File: config.mk
export PLATFORM = sky130hd
export DESIGN_NAME = nn_layer_seq
export DESIGN_NICKNAME = d
export VERILOG_FILES = /design/src/rtl/nn_pkg.sv /design/src/rtl/nn_loop_cnt.sv /design/src/rtl/nn_layer_seq.sv
export SDC_FILE = /design/constraint.sdc
export NUM_CORES = 1
export LEC_CHECK = 0
export ABC_AREA = 1
export BUFFER_PORTS_ARGS = -buffer_cell sky130_fd_sc_hd__buf_4
export CORE_ASPECT_RATIO = 1.5
export CORE_MARGIN = 8
export CORE_UTILIZATION = 39
export CTS_CLUSTER_SIZE = 10
export DETAILED_ROUTE_END_ITERATION = 8
export GPL_TIMING_DRIVEN = 0
export MAX_ROUTING_LAYER = met4
export PLACE_DENSITY = 0.69
export RECOVER_POWER = 50
export SLEW_MARGIN = 20
export SYNTH_ARGS = -nofsm -noshare
export SYNTH_HDL_FRONTEND = slang
export SYNTH_HIERARCHICAL = 1
export SYNTH_SLANG_ARGS = --single-unit
File: constraint.sdc
create_clock -name clk -period 4.76 [get_ports clk]
set_input_delay 0.952 -clock clk [delete_from_list [all_inputs] [get_ports clk]]
set_output_delay 0.952 -clock clk [all_outputs]
set_load 0.02 [all_outputs]
File: src/rtl/nn_pkg.sv
// Shared definitions for the fully-connected layer sequencer: default widths
// and the controller state encoding.
package nn_pkg;

    localparam int NN_AW = 10;
    localparam int NN_CW = 8;

    typedef enum logic [2:0] {
        S_IDLE  = 3'd0,
        S_CLEAR = 3'd1,
        S_ISSUE = 3'd2,
        S_DRAIN = 3'd3,
        S_WRITE = 3'd4,
        S_DONE  = 3'd5
    } nn_state_e;

endpackage

File: src/rtl/nn_loop_cnt.sv
// Loop index counter: synchronous load-to-zero, count enable, and a flag that
// is high while the count equals the supplied last index.
module nn_loop_cnt #(
    parameter int W = 8
) (
    input  logic         clk,
    input  logic         rst,
    input  logic         i_load,
    input  logic         i_en,
    input  logic [W-1:0] i_last,
    output logic [W-1:0] o_cnt,
    output logic         o_tc
);

    logic [W-1:0] r_cnt;

    always_ff @(posedge clk or posedge rst) begin
        if (rst) begin
            r_cnt <= '0;
        end else if (i_load) begin
            r_cnt <= '0;
        end else if (i_en) begin
            r_cnt <= r_cnt + W'(1);
        end
    end

    assign o_cnt = r_cnt;
    assign o_tc  = (r_cnt == i_last);

endmodule

File: src/rtl/nn_layer_seq.sv
// Sequencer for one fully-connected layer: streams N weight/activation reads
// per output neuron into the MAC, then writes each of the M results back.
module nn_layer_seq
    import nn_pkg::*;
#(
    parameter int AW = NN_AW,
    parameter int CW = NN_CW
) (
    input  logic          clk,
    input  logic          rst,
    input  logic          start,
    input  logic [CW-1:0] cfg_n_in,
    input  logic [CW-1:0] cfg_n_out,
    input  logic [AW-1:0] cfg_w_base,
    input  logic [AW-1:0] cfg_x_base,
    input  logic          cfg_relu,
    output logic          mem_req,
    input  logic          mem_gnt,
    output logic [AW-1:0] w_addr,
    output logic [AW-1:0] x_addr,
    output logic          alu_clr,
    output logic          alu_acc_en,
    output logic          reg_wr_en,
    output logic [CW-1:0] reg_waddr,
    output logic          relu_en,
    output logic          busy,
    output logic          done,
    output nn_state_e     dbg_state
);

    nn_state_e     r_state;
    nn_state_e     w_next;
    logic [CW-1:0] r_n_in;
    logic [CW-1:0] r_n_out;
    logic [AW-1:0] r_x_base;
    logic [AW-1:0] r_w_ptr;
    logic          r_relu;
    logic          r_acc_en;

    logic          w_latch;
    logic          w_grant;
    logic          w_i_load;
    logic          w_i_en;
    logic          w_o_load;
    logic          w_o_en;
    logic [CW-1:0] w_i_cnt;
    logic [CW-1:0] w_o_cnt;
    logic          w_i_tc;
    logic          w_o_tc;
    logic          w_empty_cfg;

    assign w_empty_cfg = (cfg_n_in == '0) || (cfg_n_out == '0);

    nn_loop_cnt #(.W(CW)) u_i_cnt (
        .clk    (clk),
        .rst    (rst),
        .i_load (w_i_load),
        .i_en   (w_i_en),
        .i_last (r_n_in - CW'(1)),
        .o_cnt  (w_i_cnt),
        .o_tc   (w_i_tc)
    );

    nn_loop_cnt #(.W(CW)) u_o_cnt (
        .clk    (clk),
        .rst    (rst),
        .i_load (w_o_load),
        .i_en   (w_o_en),
        .i_last (r_n_out - CW'(1)),
        .o_cnt  (w_o_cnt),
        .o_tc   (w_o_tc)
    );

    always_ff @(posedge clk or posedge rst) begin
        if (rst) begin
            r_state  <= S_IDLE;
            r_n_in   <= '0;
            r_n_out  <= '0;
            r_x_base <= '0;
            r_w_ptr  <= '0;
            r_relu   <= 1'b0;
            r_acc_en <= 1'b0;
        end else begin
            r_state  <= w_next;
            r_acc_en <= w_grant;
            if (w_latch) begin
                r_n_in   <= cfg_n_in;
                r_n_out  <= cfg_n_out;
                r_x_base <= cfg_x_base;
                r_w_ptr  <= cfg_w_base;
                r_relu   <= cfg_relu;
            end else if (w_grant) begin
                // Weight pointer runs on across neurons, giving w_base + o*N + i.
                r_w_ptr <= r_w_ptr + AW'(1);
            end
        end
    end

    always_comb begin
        w_next   = r_state;
        w_latch  = 1'b0;
        w_grant  = 1'b0;
        w_i_load = 1'b0;
        w_i_en   = 1'b0;
        w_o_load = 1'b0;
        w_o_en   = 1'b0;
        case (r_state)
            S_IDLE: begin
                if (start) begin
                    w_latch  = 1'b1;
                    w_o_load = 1'b1;
                    w_next   = w_empty_cfg ? S_DONE : S_CLEAR;
                end
            end
            S_CLEAR: begin
                w_i_load = 1'b1;
                w_next   = S_ISSUE;
            end
            S_ISSUE: begin
                if (mem_gnt) begin
                    w_grant = 1'b1;
                    w_i_en  = 1'b1;
                    if (w_i_tc) w_next = S_DRAIN;
                end
            end
            S_DRAIN: w_next = S_WRITE;
            S_WRITE: begin
                if (w_o_tc) begin
                    w_next = S_DONE;
                end else begin
                    w_o_en = 1'b1;
                    w_next = S_CLEAR;
                end
            end
            S_DONE:  w_next = S_IDLE;
            default: w_next = S_IDLE;
        endcase
    end

    assign mem_req    = (r_state == S_ISSUE);
    assign w_addr     = r_w_ptr;
    assign x_addr     = r_x_base + AW'(w_i_cnt);
    assign alu_clr    = (r_state == S_CLEAR);
    assign alu_acc_en = r_acc_en;
    assign reg_wr_en  = (r_state == S_WRITE);
    assign reg_waddr  = w_o_cnt;
    assign relu_en    = r_relu;
    assign busy       = (r_state != S_IDLE);
    assign done       = (r_state == S_DONE);
    assign dbg_state  = r_state;

endmodule
==> run_results.csv <==
group,metric,value,unit
outcome,outcome,"finished, final reports clean",
placed_design,placed_cell_area,0.00453,mm2
power_and_ir_drop,finalPower,2.88,mW
sta,min_period,3.13,ns
routing,drt_iter0_drc,137,
finish,drive_above_1_share,18.0,%
setup_path,worst-path-buf-inv,2,
clocking,post-cts-setup-buffers,0,
clocking,h-tree-depth,3,
sta,setup_viol,0,
global_route,grt_max_degree,27,
synth,ys_warn_count,6,
floorplan,io_pins,79,
flow_run,drv_cap,0,
setup_path,slowest_delay,0.46,ns
sta,clock-skew-final,0.00586,ns
routing,ant_nets,0,
synth,seq_area_frac_synth,37.8,%
power_and_ir_drop,leakagePower,2.76,nW
synth,synthDominantCellAreaShare,37.8,%
clocking,numClockSinks,57,
clocking,cts-buffers-inserted,9,
setup_path,cp_max_fo,6,
floorplan,fp.dieH,137,um
clocking,clock_path_buffers,2,
sta,finalHoldViolations,0,
setup_path,crit_slowest_cell,"dfrtp_1",
sta,drv_slew,0,
synth,syn_area_per_cell,7.02,um2
setup_path,endpoint_kind,"primary output",
finish,stdcell_area,0.00478,mm2
setup_path,reg2reg_slack,2.31,ns
synth,ys_seq_elements,57,
routing,dr.pass1.iters,6,
sta,tightest_slew,1.40,ns
clocking,clock_latency,0.32,ns
finish,syn_to_final_growth,26.7,%
floorplan,die_x,96.4,um
clocking,cts-resized-gates,0,
floorplan,die_area,0.0132,mm2
floorplan,initial_utilization,39.4,%
sta,rsz0062_at_grt,"no",
routing,via_per_inst,4.78,
placed_design,io_buffers,78,
setup_path,crit_chain,"ha_1, fa_1, nand3_1, nand2_1, a21oi_1, inv_1, nand2_1, nand2_1, buf_4",
synth,netlist_area,0.00378,mm2
global_route,grt_overflow,0,
routing,vias,3569,
clocking,clk_pin_slew,0.05,ns
synth,synthTopCellsByArea,"dfrtp_1 (38%), nand2_1 (18%), inv_1 (7.9%)",
floorplan,rows,44,
setup_path,worstPathArrival,2.18,ns
routing,wl,9170,um
finish,stdcell_count,747,
power_and_ir_drop,vdd_drop_max,0.304,mV
clocking,cts_tree,"done",
clocking,cts.hold.buffers_added,0,
global_route,grt_usage,15.3,%
synth,synth_cell_types,29,
sta,relSlewSlack,6.56,%
finish,final_nets,683,
synth,synth_cells,538,
placed_design,place_inst,732,
global_route,grt_pass1_vias,3611,
setup_path,critPathMostFrequentCell,"nand2_1",
setup_path,path_delay_family,"adder cells",
setup_path,required,3.81,ns
setup_path,critPathLaunchType,"flop",
synth,syn_nets,593,
global_route,antenna_found_initial,0,
routing,wl_per_cell,12.3,um
synth,synth_top_area_cell,"dfrtp_1",
power_and_ir_drop,power.density,602,mW/mm2
min_path,min_path_type,"flop to flop",
floorplan,core-area,0.00958,mm2
placed_design,finalWeightedCongestion,0.864,
setup_path,crit_type,"flop to primary output",
sta,fin_tns_setup,0,ns
sta,fin_crit_sh,65.8,%
finish,antenna_cells,0,
placed_design,dp.final_hpwl,7510,um
clocking,clockRootBuffer,"clkbuf_16",
routing,drcViolationCount,0,
global_route,grt_pass1_wl,15600,um
sta,max_freq,319,MHz
finish,fill_cells,975,
## Yosys cell counts, drive strengths merged
cell    number
inv         83
xor2        28
a21boi       1
a21o         1
nand2      181
a21oi        7
nor3b        2
ha          13
fa           1
o21ai       27
nor3         6
buf          9
dfrtp       57
a211oi       1
nand3       35
o21bai       1
nand4        6
xnor2        8
o211ai       1
nor2        65
or2          5
## path summary, 6_finish.rpt
check | start | cells after the start | to
max in group asynchronous | rst | 3 | r_n_out[7]
max | u_i_cnt/o_cnt[0] | 9 | x_addr[6]
min in group asynchronous | rst | 2 | u_i_cnt/o_cnt[0]
min reg2reg | r_n_out[0] | 2 | r_n_out[0]
max reg2reg | r_n_out[0] | 16 | u_o_cnt/o_cnt[5]
min | r_n_out[0] | 2 | r_n_out[0]
## routing by layer
layer / part of all wire (%) / vias to the layer above / track usage [%]
met5: 0 / - / -
met2: 55 / 67 / 28.0
met4: 2.7 / 0 / 8.03
met3: 3.6 / 17 / 2.25
met1: 38 / 1655 / 14.8
li1: - / 1830 / -
## cells by family after synthesis
family	Yosys count	synth area share, %
AND/OR/NAND/NOR	300	33.8
buffers and inverters	92	9.80
flip-flops	57	37.8
AO/OA/AOI/OAI	39	5.50
XOR/XNOR	36	8.35
adder cells (fa/ha/maj)	14	4.84
## where the power goes
part | internal, mW | switching [mW] | total (mW)
clock | 0.427 | 0.198 | 0.626
sequential | 0.661 | 0.198 | 0.860
combinational | 0.574 | 0.822 | 1.40
## worst reg2reg max path: cells and delay by family (launching register included)
family,cells,cell delay (ns)
xor gates and xnor gates,2,0.38
adders and majority gates,1,0.21
buffers and inverters,1,0.14
DFF,1,0.37
and+or+nand+nor,12,1.29
## layout make-up
type                            count  area, um2  area share, %
Clock inverter                      3       40.0          0.837
Tap cell                          115        144           3.01
Sequential cell                    57       1430           29.8
Multi-Input combinational cell    389       1970           41.2
Inverter                           83        312           6.51
Timing Repair Buffer               79        582           12.2
Buffer                              9       51.3           1.07
Clock buffer                       12        256           5.36
## cell usage in the layout, fill, tap and decap left out, types with 2 or more instances in the layout
cell type and instances:
a21oi_1 7, buf_2 2, buf_4 78, clkbuf_1 8, clkbuf_16 9, clkbuf_8 2, clkinv_2 2, dfrtp_1 57
ha_1 13, inv_1 79, inv_2 4, nand2_1 180, nand3_1 35, nand4_1 6, nor2_1 56, nor2_2 3
nor2_4 6, nor3_1 6, nor3b_1 2, o21ai_0 25, o21ai_1 2, or2_2 5, xnor2_1 8, xor2_1 28
## sequential cells by signal, summed over array words and instances (netlist names)
signal,cells
r_x_base,10
w_addr,10
r_n_in,8
r_n_out,8
u_i_cnt/o_cnt,8
u_o_cnt/o_cnt,8
dbg_state,3
alu_acc_en,1
relu_en,1
## through the flow
step                      worst slack (ns)  util, %  hold slack (ns)
final                                 1.63     49.9            0.482
after detailed placement              1.97     47.3            0.476
after global placement                2.00     47.0            0.468
after floorplan                       2.22        -            0.453
after CTS                             1.62     50.4            0.489
after global routing                  1.51     49.9            0.506
(Power assumes the default switching activity.)
